**src/rtl/sr_seq_pkg.sv**
```systemverilog
// Shared types for the rotating shift-register sequencer.
// Holds the controller state encoding and rotation direction constants.
package sr_seq_pkg;

  typedef enum logic [1:0] {
    S_IDLE = 2'd0,
    S_RUN  = 2'd1,
    S_DONE = 2'd2
  } state_e;

  localparam logic DIR_LEFT  = 1'b0;
  localparam logic DIR_RIGHT = 1'b1;

  function automatic logic [7:0] rot8(
    input logic [7:0] d,
    input logic       dir
  );
    logic [7:0] r;
    if (dir == DIR_RIGHT) r = {d[0], d[7:1]};
    else                  r = {d[6:0], d[7]};
    return r;
  endfunction

endpackage

```
**src/rtl/sr_seq_tick.sv**
```systemverilog
// Free-running N-bit divider; tick is high while the count is all-ones,
// so the edge it qualifies is the wrap back to zero.
module tick_gen #(
  parameter int N = 20
) (
  input  logic clk,
  input  logic rstn,
  output logic tick
);

  logic [N-1:0] cnt_q;
  logic [N-1:0] cnt_d;

  always_comb begin
    cnt_d = cnt_q + N'(1);
  end

  always_ff @(posedge clk or negedge rstn) begin
    if (!rstn) cnt_q <= '0;
    else       cnt_q <= cnt_d;
  end

  assign tick = &cnt_q;

endmodule

```
**src/rtl/sr_seq.sv**
```systemverilog
// Rotating 8-bit register sequencer: loads a pattern on start and rotates
// it once per divider tick for a counted or unbounded number of steps.
module sr_seq
  import sr_seq_pkg::*;
#(
  parameter int         N   = 20,
  parameter logic [7:0] DIN = 8'h07
) (
  input  logic       clk,
  input  logic       rstn,
  input  logic       start,
  input  logic       stop,
  input  logic       dir,
  input  logic [7:0] pattern,
  input  logic [7:0] steps,
  output logic [7:0] data,
  output logic       busy,
  output logic       done
);

  logic tick;

  tick_gen #(.N(N)) u_tick (
    .clk  (clk),
    .rstn (rstn),
    .tick (tick)
  );

  state_e     state_q, state_d;
  logic [7:0] data_q, data_d;
  logic [7:0] rem_q, rem_d;
  logic       dir_q, dir_d;
  logic       busy_q, busy_d;
  logic       done_q, done_d;

  always_comb begin
    state_d = state_q;
    data_d  = data_q;
    rem_d   = rem_q;
    dir_d   = dir_q;
    unique case (state_q)
      S_IDLE: begin
        if (start) begin
          data_d  = pattern;
          rem_d   = steps;
          dir_d   = dir;
          state_d = S_RUN;
        end
      end
      S_RUN: begin
        // stop wins over a coincident tick
        if (stop) begin
          state_d = S_IDLE;
        end else if (tick) begin
          data_d = rot8(data_q, dir_q);
          if (rem_q != 8'd0) begin
            rem_d = rem_q - 8'd1;
            if (rem_q == 8'd1) state_d = S_DONE;
          end
        end
      end
      S_DONE: begin
        state_d = S_IDLE;
      end
      default: begin
        state_d = S_IDLE;
      end
    endcase
    busy_d = (state_d == S_RUN);
    done_d = (state_d == S_DONE);
  end

  always_ff @(posedge clk or negedge rstn) begin
    if (!rstn) begin
      state_q <= S_IDLE;
      data_q  <= DIN;
      rem_q   <= 8'd0;
      dir_q   <= DIR_LEFT;
      busy_q  <= 1'b0;
      done_q  <= 1'b0;
    end else begin
      state_q <= state_d;
      data_q  <= data_d;
      rem_q   <= rem_d;
      dir_q   <= dir_d;
      busy_q  <= busy_d;
      done_q  <= done_d;
    end
  end

  assign data = data_q;
  assign busy = busy_q;
  assign done = done_q;

endmodule

```
**config.mk**
```make
export PLATFORM = sky130hd
export DESIGN_NAME = sr_seq
export DESIGN_NICKNAME = d
export VERILOG_FILES = /design/src/rtl/sr_seq_pkg.sv /design/src/rtl/sr_seq_tick.sv /design/src/rtl/sr_seq.sv
export SDC_FILE = /design/constraint.sdc
export NUM_CORES = 1
export LEC_CHECK = 0
export BUFFER_PORTS_ARGS = -buffer_cell sky130_fd_sc_hd__buf_2
export CORE_MARGIN = 2
export CORE_UTILIZATION = 55
export DETAILED_ROUTE_END_ITERATION = 10
export PLACE_DENSITY = 0.84
export RECOVER_POWER = 50
export SETUP_SLACK_MARGIN = 0.02
export SLEW_MARGIN = 25
export SYNTH_ARGS = -nofsm -noshare
export SYNTH_HDL_FRONTEND = slang
export SYNTH_HIERARCHICAL = 1
export SYNTH_SLANG_ARGS = --single-unit
```
**constraint.sdc**
```tcl
create_clock -name clk -period 2.19 [get_ports clk]
set_input_delay 0.3285 -clock clk [delete_from_list [all_inputs] [get_ports clk]]
set_output_delay 0.3285 -clock clk [all_outputs]
set_load 0.1 [all_outputs]
```
==> out/results.txt <==
GRT Total Usage: 0.204
Worst Path Arrival: 2.34 ns
Avg WL per Cell: 13.3 um
Number of max-cap violations: 0
Die H: 65.8 um
Synth Flop Type: dfrtp_1
H-Tree Depth: 2
Relative slew slack: 0.360
Longest Clk Path Bufs: 2
Power per cell area: 985 nW/um^2
Share of cells above drive strength 1: 0.262
Initial antenna violation count: 0
Synth warn: 6
# fillers: 300
DP Worst Slack: 0.0444 ns
Detailed Routing Iterations Pass 1: 4
Final WS setup: 0.0293 ns
FP Rows: 22
DR iter-0 viols: 128
Total gr overflow: 0
WS Path Type: flip-flop to flip-flop
Gpl congestion: 0.842
Worst slew pin tran: 0.960 ns
Final worst path period need: 2.16 ns
Tcrit/Tclk final: 0.987
VDD IR-drop max: 0.594 mV
Most common library cells after synthesis: dfrtp_1, a21oi_1, nand2_1, xnor2_1
Core footprint: 3660 um^2
ANT nets after route: 0
Clock sinks: 41
Post-Route WL: 3900 um
Clock transition at path regs: 0.07 ns
Post-DP HPWL: 2780 um
Pwr Total: 2.42 mW
Post-synth top area cell: dfrtp_1
Drt drc: 0
Area Growth Syn to Fin: 16.7%
Syn Inst Count: 205
Netlist cell types: 40
Pins Over Slew Limit: 0
Async SR Flop Fraction: 1.00
Crit path max fanout: 7
Post-synth EDFFs: 0
Port bufs: 30
Critical Path End Type: flip-flop
Worst EP required: 2.37 ns
First-pass GRT wire length: 6630 um
IO Count: 31
Largest net degree at the start of global routing: 42
Seq/Total Area, Yosys: 0.490
Final hold violations: 0
RSZ-0062 raised after global routing: true
Static Leak: 1.09 nW
Number of global-route vias before repair: 1520
Vias: 1651
Nets: 268
Die X: 65.8 um
Clk Latency, worst-skew pair: 0.29 ns
Total CTS buffers: 5
Count leader, synth: dfrtp_1
Vias per Instance: 5.65
Final hold slack: 0.183 ns
Post-synthesis cell area: 2100 um^2
Max Freq: 463 MHz
Root buffer cell: clkbuf_8
ANT cells: 0
Min-delay worst type: input port to async pin
Status: complete, no violations
Final setup fails: 0
Syn_area_per_cell: 10.2 um^2
Clock tree from TritonCTS: done
Synthesized flop and latch total: 41
Synthesized net count: 230
Cts hold-fix bufs: 0
Worst clock skew: 0.00207 ns
Top cell type's share of synthesized area: 0.453
Initial Utilization: 0.574
Die ar.: 4330 um^2
Largest cells by area after synthesis: dfrtp_1, xnor2_1, a21oi_1
Worst Setup Start Kind: flip-flop
TNS Setup: 0 ns
## kinds of logic (layout without fill, tap and decap cells)
family | Yosys count | count (layout) | share of synthesized area
and+or+nand+nor | 81 | 81 | 0.226
AOI/OAI and AO/OA | 41 | 41 | 0.116
DFF | 41 | 41 | 0.490
xor gates and xnor gates | 18 | 18 | 0.0750
muxes | 10 | 10 | 0.0482
buffers and inverters | 10 | 49 | 0.0208
adders and majority gates | 4 | 4 | 0.0238
## final timing paths
| kind | from | endpoint | slack, ns | cells past startpoint |
|---|---|---|---|---|
| setup / recovery | u_tick/cnt_q[1] | rem_q[2] | 0.03 | 8 |
| hold / removal | rstn | data[4] | 0.18 | 1 |
| setup reg to reg | u_tick/cnt_q[1] | rem_q[2] | 0.03 | 8 |
| hold reg to reg | u_tick/cnt_q[18] | u_tick/cnt_q[18] | 0.48 | 1 |
| max in group asynchronous | rstn | u_tick/cnt_q[15] | 1.42 | 1 |
| min in group clk | stop | state_q[1] | 0.24 | 2 |
## final cells by class
type                    count  area, um^2  area share
well taps                  48        60.1      0.0245
multi-input cells         154        1060       0.434
inverters                   4        15.0     0.00612
flip-flops and latches     41        1030       0.420
clock buffers               8        80.1      0.0327
repair buffers             37         203      0.0827
## per-layer routing
metal	global-route usage	vias to the layer above	share of wire
met5	0	-	0
met2	0.330	40	0.49
li1	-	812	-
met1	0.256	790	0.44
met4	0.0885	0	0.021
met3	0.0562	9	0.047
## state kept, by name, summed over array words and instances (netlist names)
name          count
busy              1
data              8
dir_q             1
done              1
rem_q             8
state_q           2
u_tick/cnt_q     20
## layout by cell type, fill, tap and decap left out, types with 2 or more instances in the layout
| master | Yosys | final |
|---|---|---|
| nand3_1 | 14 | 14 |
| nor3_1 | 6 | 6 |
| ha_1 | 4 | 3 |
| nor4_2 | 3 | 3 |
| dfstp_2 | 3 | 3 |
| o2bb2ai_1 | 7 | 7 |
| dfrtp_1 | 38 | 38 |
| o21ai_1 | 10 | 10 |
| nand4_1 | 6 | 6 |
| nand2_1 | 15 | 15 |
| xnor2_1 | 15 | 15 |
| buf_2 | 5 | 29 |
| inv_1 | 4 | 4 |
| clkbuf_8 | 0 | 5 |
| xor2_1 | 3 | 3 |
| a21oi_1 | 18 | 18 |
| o21ai_0 | 2 | 2 |
| mux2i_1 | 9 | 9 |
| nand2b_1 | 4 | 4 |
| buf_4 | 0 | 7 |
| nor2_1 | 14 | 14 |
| nand3_2 | 2 | 2 |
| clkbuf_1 | 1 | 3 |
## per-stage QoR
step	instances	util	cell area (um^2)
4_1_cts	287	0.649	2380
3_3_place_gp	279	0.627	2300
2_1_floorplan	205	-	2100
3_5_place_dp	279	0.627	2300
5_1_grt	292	0.670	2450
6_report	292	0.670	2450
## what timing repair did
item                                    in CTS  in global routing
endpoints found under the setup margin       0                 20
resized for setup                            0                  7
buffers inserted                             0                  5
## where the power goes
part           total (mW)  leakage, nW  internal, mW  switching (mW)
logic               0.897        0.528         0.264           0.633
registers            1.06        0.522         0.892           0.169
clock network       0.458       0.0395         0.226           0.232
total                2.42         1.09          1.38            1.03
## worst max-delay path, cell delays in order, from the launching register on
cell and delay [ns]:
dfrtp_1 0.42, ha_4 0.17, nand4_1 0.15, nor4_4 0.35
and3_4 0.24, nand3b_1 0.15, a21oi_4 0.28, o211ai_1 0.14
o2bb2ai_1 0.15
Power figures use the tool's default switching activity.
